### src/rtl/sha256_pkg.sv
// rtl/sha256_pkg.sv - shared sizes, state type and pad-word helpers for the SHA-256 padder
package sha256_pkg;

    localparam int          SHA256_BLOCK_WORDS = 16;
    localparam logic [31:0] SHA256_PAD_WORD    = 32'h80000000;
    localparam int          SHA256_LEN_WORD_HI = 14;
    localparam int          SHA256_LEN_WORD_LO = 15;

    typedef enum logic {
        ST_ACCEPT = 1'b0,
        ST_SEND   = 1'b1
    } PadderState;

    // Out-of-range byte counts are treated as a full word so the length and
    // mask logic never sees a value above four.
    function automatic logic [2:0] sha256_clamp_bytes(input logic [2:0] nbytes);
        return (nbytes > 3'd4) ? 3'd4 : nbytes;
    endfunction

    // Left-justified mask keeping the first nbytes bytes of a big-endian word.
    function automatic logic [31:0] sha256_byte_mask(input logic [2:0] nbytes);
        logic [31:0] mask;
        case (nbytes)
            3'd0:    mask = 32'h00000000;
            3'd1:    mask = 32'hFF000000;
            3'd2:    mask = 32'hFFFF0000;
            3'd3:    mask = 32'hFFFFFF00;
            default: mask = 32'hFFFFFFFF;
        endcase
        return mask;
    endfunction

    // Zero the bytes past nbytes and, on a short final beat, drop the 0x80
    // pad byte into the first unused byte position.
    function automatic logic [31:0] sha256_insert_pad(input logic [31:0] data,
                                                      input logic [2:0]  nbytes,
                                                      input logic        is_last);
        logic [31:0] word;
        word = data & sha256_byte_mask(nbytes);
        if (is_last && (nbytes < 3'd4)) begin
            word = word | (SHA256_PAD_WORD >> {nbytes, 3'b000});
        end
        return word;
    endfunction

endpackage

### src/rtl/sha256_padder.sv
// rtl/sha256_padder.sv - packs message beats into padded 512-bit SHA-256 chunks
module sha256_padder
    import sha256_pkg::*;
(
    input  logic                                  clk,
    input  logic                                  rst,
    input  logic                                  msg_vld,
    output logic                                  msg_rdy,
    input  logic [31:0]                           msg_data,
    input  logic [2:0]                            msg_bytes,
    input  logic                                  msg_last,
    output logic                                  chunk_vld,
    input  logic                                  chunk_rdy,
    output logic [SHA256_BLOCK_WORDS-1:0][31:0]   chunk_data,
    output logic                                  chunk_last
);

    PadderState                          state_q;
    logic [3:0]                          idx_q;
    logic [63:0]                         len_q;
    logic                                need_extra_q;
    logic                                extra_pad_q;
    logic [SHA256_BLOCK_WORDS-1:0][31:0] buf_q;
    logic                                msg_rdy_q;
    logic                                chunk_vld_q;
    logic                                chunk_last_q;

    logic [2:0]                          nbytes_c;
    logic [31:0]                         beat_word;
    logic [63:0]                         len_next;
    logic                                pad_in_next;
    logic [4:0]                          pad_pos;
    logic                                pad_fits;

    // Per-beat values: masked/padded word, running length including this beat,
    // and the word index the pad byte lands in (16 means "next chunk").
    always_comb begin
        nbytes_c    = sha256_clamp_bytes(msg_bytes);
        beat_word   = sha256_insert_pad(msg_data, nbytes_c, msg_last);
        len_next    = len_q + 64'({nbytes_c, 3'b000});
        pad_in_next = msg_last && (nbytes_c == 3'd4);
        pad_pos     = {1'b0, idx_q} + (pad_in_next ? 5'd1 : 5'd0);
        pad_fits    = pad_pos < 5'(SHA256_LEN_WORD_HI);
    end

    // Accept/send FSM; buffer, length and all handshake outputs are registered.
    always_ff @(posedge clk) begin
        if (rst) begin
            state_q      <= ST_ACCEPT;
            idx_q        <= 4'd0;
            len_q        <= 64'd0;
            need_extra_q <= 1'b0;
            extra_pad_q  <= 1'b0;
            buf_q        <= '0;
            msg_rdy_q    <= 1'b1;
            chunk_vld_q  <= 1'b0;
            chunk_last_q <= 1'b0;
        end else begin
            case (state_q)
                ST_ACCEPT: begin
                    if (msg_vld) begin
                        buf_q[idx_q] <= beat_word;
                        len_q        <= len_next;
                        if (!msg_last) begin
                            if (idx_q != 4'd15) begin
                                idx_q <= idx_q + 4'd1;
                            end else begin
                                // Chunk filled by data alone; more beats follow.
                                state_q      <= ST_SEND;
                                msg_rdy_q    <= 1'b0;
                                chunk_vld_q  <= 1'b1;
                                chunk_last_q <= 1'b0;
                                need_extra_q <= 1'b0;
                                extra_pad_q  <= 1'b0;
                            end
                        end else begin
                            if (pad_in_next && (idx_q != 4'd15)) begin
                                buf_q[idx_q + 4'd1] <= SHA256_PAD_WORD;
                            end
                            if (pad_fits) begin
                                buf_q[SHA256_LEN_WORD_HI] <= len_next[63:32];
                                buf_q[SHA256_LEN_WORD_LO] <= len_next[31:0];
                                chunk_last_q <= 1'b1;
                                need_extra_q <= 1'b0;
                                extra_pad_q  <= 1'b0;
                            end else begin
                                // Length does not fit; it goes into a trailing chunk,
                                // which also carries the pad word if it spilled over.
                                chunk_last_q <= 1'b0;
                                need_extra_q <= 1'b1;
                                extra_pad_q  <= (pad_pos == 5'd16);
                            end
                            state_q     <= ST_SEND;
                            msg_rdy_q   <= 1'b0;
                            chunk_vld_q <= 1'b1;
                        end
                    end
                end
                ST_SEND: begin
                    if (chunk_rdy) begin
                        if (need_extra_q) begin
                            buf_q    <= '0;
                            buf_q[0] <= extra_pad_q ? SHA256_PAD_WORD : 32'h0;
                            buf_q[SHA256_LEN_WORD_HI] <= len_q[63:32];
                            buf_q[SHA256_LEN_WORD_LO] <= len_q[31:0];
                            chunk_last_q <= 1'b1;
                            need_extra_q <= 1'b0;
                            extra_pad_q  <= 1'b0;
                        end else begin
                            // Buffer is cleared so unwritten words of the next
                            // chunk read as zero padding.
                            if (chunk_last_q) begin
                                len_q <= 64'd0;
                            end
                            idx_q        <= 4'd0;
                            buf_q        <= '0;
                            state_q      <= ST_ACCEPT;
                            msg_rdy_q    <= 1'b1;
                            chunk_vld_q  <= 1'b0;
                            chunk_last_q <= 1'b0;
                        end
                    end
                end
                default: begin
                    state_q     <= ST_ACCEPT;
                    msg_rdy_q   <= 1'b1;
                    chunk_vld_q <= 1'b0;
                end
            endcase
        end
    end

    assign msg_rdy    = msg_rdy_q;
    assign chunk_vld  = chunk_vld_q;
    assign chunk_last = chunk_last_q;
    assign chunk_data = buf_q;

endmodule

### config.mk
export PLATFORM = sky130hd
export DESIGN_NAME = sha256_padder
export DESIGN_NICKNAME = d
export VERILOG_FILES = /design/src/rtl/sha256_pkg.sv /design/src/rtl/sha256_padder.sv
export SDC_FILE = /design/constraint.sdc
export NUM_CORES = 1
export LEC_CHECK = 0
export ABC_AREA = 1
export CAP_MARGIN = 10
export CORE_ASPECT_RATIO = 1.25
export CORE_MARGIN = 1
export CORE_UTILIZATION = 35
export CTS_CLUSTER_DIAMETER = 100
export CTS_CLUSTER_SIZE = 10
export DETAILED_ROUTE_END_ITERATION = 6
export PLACE_DENSITY = 0.65
export SYNTH_ARGS = -nofsm -noshare
export SYNTH_HDL_FRONTEND = slang
export SYNTH_SLANG_ARGS = --single-unit
### constraint.sdc
create_clock -name clk -period 6 [get_ports clk]
set_input_delay 1.2 -clock clk [delete_from_list [all_inputs] [get_ports clk]]
set_output_delay 1.2 -clock clk [all_outputs]
set_load 0.02 [all_outputs]
After elaboration in Yosys (flattened, before gate mapping)
Index checks and enable logic that the tools add are counted.

storage, ports and cells
  register bits = 586
  input bits = 40
  output and inout port bits = 515
  logic and storage cells = 129

operators by class
  add/subtract/negate cells = 3
  $lt $le $gt $ge = 7
  equality and inequality tests = 14
  shift-type cells = 1
  muxes and demuxes = 62
  bitwise logic cells = 6
  reduce and logical (&&, ||, !) cells = 12

operators by type and width
  cell                     count
  $mux W512                5
  $pmux W512 S2            1
  $bwmux W512              1
  $and A496 B496 Y496      1
  $not A496 Y496           1
  $mux W64                 5
  $demux W32 S4            2
  $mux W32                 4
  $pmux W32 S4             1
  $pmux W64 S2             1
  $add A64 B6 Y64          1
  $and A32 B32 Y32         1
  $or A32 B32 Y32          1
  $shr A32 B6 Y32 const A  1
  $mux W1                  29
  $mux W4                  5
  $or A16 B16 Y16          1
  $pmux W1 S2              6
  $reduce_and A4 Y1        3
  $lt A4 B5 Y1 const B     2
  $ne A2 B2 Y1 const B     5
  $ge A4 B1 Y1 const B     2
  $pmux W4 S2              1
  $eq A3 B2 Y1 const B     2
  other kinds (18)         23

Depth between registers and ports, before layout
Gate-level depths: netlist (run 1).

  depth after elaboration = 14
  depth in mapped cells = 17

Worst setup path after synthesis (run 1)
Ideal clock, no wire load.

  path type = input -> register
  from = input port msg_bytes[2]
  to = register buf_q (netlist bit chunk_data[505])
  arrival time = 2.954 ns
  required time = 5.943 ns
  setup slack = 2.989 ns
  cell stages on the path = 14
  path through = buf_2 a21oi_1 ha_1 fa_1 nand2_1 nand2_1 nand2_1 inv_1 nand2_1 xnor2_1 nand3_1 nand3_1 nand2_1 inv_1

on the way
  longest elaborated chain between the ends = 14

ends and longest elaborated chain
  element                                                line                 RTL
  start, declared                                        sha256_padder.sv:10  input logic [2:0] msg_bytes,
  $gt A3 B3 Y1                                           sha256_pkg.sv:17     return (nbytes > 3'd4) ? 3'd4 : nbytes;
  $mux W3 *                                              sha256_pkg.sv:17
  branches (longest 9 deep; another with $add A4 B1 Y5)  -
  $mux W512 *                                            sha256_padder.sv:64  if (!msg_last) begin
  $mux W512 *                                            sha256_padder.sv:61  if (msg_vld) begin
  $pmux W512 S2 *                                        sha256_padder.sv:59  case (state_q)
  end signal, assigned by index                          sha256_padder.sv:62  buf_q[idx_q] <= beat_word;
  end signal, assigned by index                          sha256_padder.sv:81  buf_q[SHA256_LEN_WORD_HI] <= len_next[63:32];
  end signal, assigned by index                          sha256_padder.sv:82  buf_q[SHA256_LEN_WORD_LO] <= len_next[31:0];
  end, declared                                          sha256_padder.sv:23  logic [SHA256_BLOCK_WORDS-1:0][31:0] buf_q;

Every way passes the cells marked *. The select of a mux whose other input is x is not followed.
A chain may end at the register's enable or synchronous reset.

Worst setup path in the final report (run 1)
  from = input port msg_bytes[2]
  to = register buf_q (netlist bit chunk_data[473])

The elaborated chain is that of the path after synthesis.

==> flow_metrics.tcl, run 1 <==
set metrics [dict create \
    synth-edff-count 0 \
    wire_per_inst_um 23.7 \
    critPathSlowestCell "clkdlybuf4s50_1" \
    fmax_mhz 241 \
    critPathKind "in -> reg" \
    cts-resized-gates 0 \
    synth_top_area_share_pct 46.4 \
    grt_max_degree 91 \
    multiInputGateArea_um2 11700 \
    rows 109 \
    final_util_pct 46.7 \
    area_delta_synth_final_pct 31.6 \
    slew_headroom_pct 17.5 \
    ys_seq_area_share_pct 46.4 \
    htree_levels 3 \
    yosys-top-cells-area "dfxtp_1 (46%), nor2_1 (11%), nand2_1 (9.7%)" \
    final.period_utilization_pct 69.2 \
    drt_iter0_markers 2279 \
    clock_tree.root_cell "clkbuf_16" \
    avgSynthCellArea_um2 7.37 \
    gr-total-overflow 0 \
    synth_cells 3410 \
    yosysWarnings 0 \
    critPathRequiredTime_ns 6.53 \
    num-fill-cells 7082 \
    nNetsFinal 3901 \
    report.final.slew_viol_count 0 \
    worstSkewPairLatency_ns 0.63 \
    cts_tree "done" \
    tightest_slew_ns 1.24 \
    dp_slack_ns 1.33 \
    syn-num-nets 3463 \
    hpwl_um 79200 \
    start_util_pct 35.5 \
    critPathLaunchType "input pin" \
    synth_top_cells_by_count "nor2_1 (735), nand2_1 (647), dfxtp_1 (583), a211oi_1 (293), inv_1 (162)" \
    crit_top_cell "nand2_1" \
    synth_area_um2 25100 \
    vias_per_cell 5.26 \
    post_cts_buffers 0 \
    regArea_um2 11700 \
    coreArea_um2 70900 \
    grt_usage_pct 30.1 \
    path_cells "clkdlybuf4s50_1 -> nor2_1 -> buf_4 -> nand2_1 -> nand2_1 -> o21ai_0 -> nand4_1 -> nand2_1 -> inv_1 -> a21oi_1" \
    end_kind "flip-flop" \
    port_buffers 554 \
    drt-pass1-iter-count 6 \
    cts.clk_slew.worst_paths_ns 0.06 \
    die_y_um 302 \
    diodes 0 \
    drive_gt1_share_pct 5.89 \
    worstPathBufferInverterCount 3 \
    power_leakage_nw 11.3 \
    synth_area_leader_cell "dfxtp_1" \
    period_minus_slack_ns 4.15 \
    async_reset_ff_share_pct 0 \
    cts_hold_buffers 0 \
    synthDistinctLibCells 45 \
    rsz0062_at_grt "false" \
    ys.flop_type "dfxtp_1" \
    setup_tns_ns 0 \
    setup-violations-final 0 \
    vdd_drop_max_mv 0.189 \
    grt_pass1_vias 22982 \
    numCtsBuffers 68 \
    crit_fanout 15 \
    die_area_um2 72900 \
    cp_data_arrival_time_ns 4.69 \
    synth.most_common_cell "nor2_1" \
    path_delay_family "simple AND/OR/NAND/NOR gates" \
    fp.dieW_um 242 \
    gp_congestion 0.968 \
    finalHoldViolCount 0 \
    ys_ff_latch 583 \
    antenna_found_initial 1 \
    status "finished, final reports clean" \
    via_count 25244 \
    fin_ws_ns 1.85 \
    skew_ns 0.0310 \
    holdWs_ns 0.465 \
    hp-class "reg -> reg" \
    cellPowerDensity_nw_per_um2 273 \
    cts_sinks 583 \
    drv_cap 0 \
    clockBufferDepth 3 \
    grt_pass1_wl_um 162000 \
    slowest_delay_ns 0.99 \
    ant_nets 0 \
    drc_errors 0 \
    io_pins 555 \
    finalPower_mw 9.02 \
    totalWireLength_um 113000 \
]
## routing by layer
metal  up-vias  part of all wire, %  global-route usage (%)
met4         0                  5.0                    15.3
met2      1084                   48                    51.6
li1      12144                    -                       -
met1     11777                   40                    35.7
met3       239                  7.1                    5.83
met5         -                    0                       0
## state kept, by name, summed over array words and instances (netlist names)
register / flops
len_q: 61
state_q: 1
chunk_vld: 1
need_extra_q: 1
idx_q: 4
chunk_data: 512
msg_rdy: 1
extra_pad_q: 1
chunk_last: 1
## worst register-to-register path, cell delays in order, from the launching register on
cell      delay [ns]
dfxtp_1         0.46
inv_2           0.56
nand2_2         0.46
nand2_4         0.54
inv_4           0.34
nor2_4          0.85
buf_4           0.39
nor2_1          0.07
a211oi_1        0.22
## cell families (layout without fill, tap and decap cells)
| logic type | count (synthesis) | after routing | synth area share (%) |
|---|---|---|---|
| simple gates | 1714 | 1714 | 28.1 |
| compound gates | 648 | 648 | 16.6 |
| flops | 583 | 583 | 46.4 |
| buf+inv | 430 | 874 | 7.38 |
| xor+xnor | 20 | 20 | 0.697 |
| fa+ha+maj | 13 | 13 | 0.677 |
| mux | 2 | 2 | 0.0796 |
## final timing paths
| path | startpoint | end | slack, ns | cells past startpoint |
|---|---|---|---|---|
| max reg2reg | state_q | chunk_data[171] | 2.01 | 8 |
| min | chunk_data[134] | chunk_data[134] | 0.46 | 2 |
| max | msg_bytes[2] | chunk_data[473] | 1.85 | 10 |
| min reg2reg | chunk_data[134] | chunk_data[134] | 0.46 | 2 |
## cells in the final DEF, fill, tap and decap left out, types with 4 or more instances in the layout
cell type,Yosys,layout
nand2_4,4,4
a31oi_1,14,14
ha_1,12,12
xor2_1,15,15
nand3b_1,9,9
and2_1,4,4
nand3_1,110,110
o21ai_0,157,157
xnor2_1,5,5
a21oi_1,136,136
nand4_1,42,42
nor2_1,735,728
clkbuf_16,0,69
o31ai_1,7,7
nand2_2,7,10
inv_1,162,162
a211oi_2,17,17
dfxtp_1,583,583
nor2_4,8,11
nor3_1,129,129
buf_4,19,55
nand2_1,647,644
clkdlybuf4s50_1,0,553
nor2_2,13,17
o211ai_1,7,7
a211oi_1,293,293
inv_2,22,21
## layout make-up
class / count / share of cell area [%]
inverter: 188 / 2.14
timing repair buffer: 610 / 18.1
clock inverter: 7 / 0.333
multi-input combinational: 2397 / 35.4
clock buffer: 69 / 5.22
tap: 943 / 3.57
sequential: 583 / 35.3
## per-stage QoR
| step | cells | area [um^2] |
|---|---|---|
| finish | 4797 | 33100 |
| global route | 4797 | 33100 |
| CTS | 4797 | 33100 |
| detailed placement | 4721 | 31200 |
| global placement | 4721 | 31200 |
| floorplan | 3410 | 25100 |
## where the power goes
| group | leakage [nW] | internal (mW) | switching [mW] | total, mW |
|---|---|---|---|---|
| Sequential | 4.72 | 3.99 | 0.0901 | 4.08 |
| Combinational | 5.73 | 0.380 | 0.830 | 1.21 |
| Clock | 0.902 | 2.06 | 1.67 | 3.73 |
| Total | 11.3 | 6.43 | 2.59 | 9.02 |
Note: power is estimated with default switching activity, not from simulation.
==> run 2, diff against run 1 <==
- PLACE_DENSITY: 0.65 -> 0.67
- clock period: 6 -> 3.6 ns (I/O delays scaled with it)
==> flow_metrics.tcl, run 2 (synthesis results as in run 1) <==
set metrics [dict create \
    cts_tree "done" \
    numCtsBuffers 68 \
    slew_headroom_pct 22.3 \
    coreArea_um2 70900 \
    clock_tree.root_cell "clkbuf_16" \
    finalHoldViolCount 0 \
    drt-pass1-iter-count 6 \
    critPathKind "in -> reg" \
    htree_levels 3 \
    critPathLaunchType "input pin" \
    nNetsFinal 3954 \
    die_area_um2 72900 \
    drive_gt1_share_pct 7.14 \
    fmax_mhz 344 \
    rows 109 \
    hp-class "reg -> reg" \
    end_kind "flip-flop" \
    largest_reg_flops 512 \
    finalPower_mw 15.1 \
    holdWs_ns 0.472 \
    skew_ns 0.0230 \
    cts.clk_slew.worst_paths_ns 0.06 \
    drv_cap 0 \
    cts_sinks 583 \
    fin_cells 4851 \
    diodes 0 \
    dp_cells 4774 \
    critPathRequiredTime_ns 4.16 \
    clockBufferDepth 3 \
    hpwl_um 83200 \
    cp_data_arrival_time_ns 3.46 \
    drt_iter0_markers 2110 \
    period_minus_slack_ns 2.91 \
    antenna_found_initial 3 \
    setup_tns_ns 0 \
    grt_pass1_wl_um 163000 \
    final_util_pct 47.5 \
    port_buffers 554 \
    placed_cell_area_um2 31900 \
    r2r_slack_ns 0.87 \
    gp_congestion 1.02 \
    gr-total-overflow 0 \
    final.period_utilization_pct 80.8 \
    start_util_pct 35.5 \
    die_y_um 302 \
    fp.dieW_um 242 \
    tightest_slew_ns 1.16 \
    power_leakage_nw 11.7 \
    rsz0062_at_grt "false" \
    report.final.slew_viol_count 0 \
    final_cell_mix "nor2_1 (728), nand2_1 (646), dfxtp_1 (583), clkdlybuf4s50_1 (553), a211oi_1 (293)" \
    cts-resized-gates 0 \
    fin_ws_ns 0.693 \
    grt_pass1_vias 23472 \
    grt_usage_pct 30.3 \
    status "finished, final reports clean" \
    vias_per_cell 5.29 \
    worstSkewPairLatency_ns 0.63 \
    setup-violations-final 0 \
    grt_max_degree 101 \
    post_cts_buffers 0 \
    crit_fanout 10 \
    area_delta_synth_final_pct 34.1 \
    drc_errors 0 \
    cts_hold_buffers 0 \
    via_count 25664 \
    vdd_drop_max_mv 0.329 \
    io_pins 555 \
    final_common_cell "nor2_1" \
    ant_nets 0 \
    totalWireLength_um 114000 \
    cellPowerDensity_nw_per_um2 447 \
    design_area_um2 33700 \
    wire_per_inst_um 23.6 \
    dp_slack_ns 0.136 \
]
[run 2: cell count changes in the layout (fill, tap and decap cells not counted), moves of 2 or more]
| cell | before | now |
|---|---|---|
| buf_4 | 55 | 90 |
| buf_12 | 2 | 20 |
| inv_16 | 3 | 1 |
| nand2_1 | 644 | 646 |
| nand2_2 | 10 | 8 |
| nor2_2 | 17 | 19 |
| nor2_4 | 11 | 9 |
[run 2: layout make-up]
| class | count | area [um^2] |
|---|---|---|
| Multi-Input combinational cell | 2397 | 11700 |
| Timing Repair Buffer | 663 | 6610 |
| Sequential cell | 583 | 11700 |
| Fill cell | 7087 | 37200 |
| Tap cell | 943 | 1180 |
| Inverter | 188 | 709 |
| Clock buffer | 70 | 1740 |
| Clock inverter | 7 | 115 |
[run 2: worst max-delay path: stages]
cell and delay, ns:
clkdlybuf4s50_1 0.76, nor2_1 0.11, nand2_1 0.44, nand2_1 0.65
o21ai_0 0.39, nand4_1 0.12, nand2_1 0.09, inv_1 0.04
a21oi_1 0.12
[run 2: path summary, 6_finish.rpt]
path                                    from         endpoint  cells past startpoint
worst max register to register       state_q  chunk_data[299]                      8
worst max-delay path            msg_bytes[2]  chunk_data[476]                      9
worst min-delay path            need_extra_q     need_extra_q                      2
worst min register to register  need_extra_q     need_extra_q                      2
[run 2: per-layer routing]
metal  part of all wire (%)  routed length (um)  GRT usage (%)  up-vias
li1                       -                   -              -    12228
met1                     39               44000           35.3    12067
met2                     48               55300           52.2     1137
met3                    7.8                8950           6.40      230
met4                    5.2                5970           15.6        2
met5                  0.015                  17              0        -
[run 2: report_power, final]
part           switching, mW  internal [mW]
combinational           1.40          0.687
clock                   2.75           3.45
sequential             0.150           6.65
total                   4.30           10.8
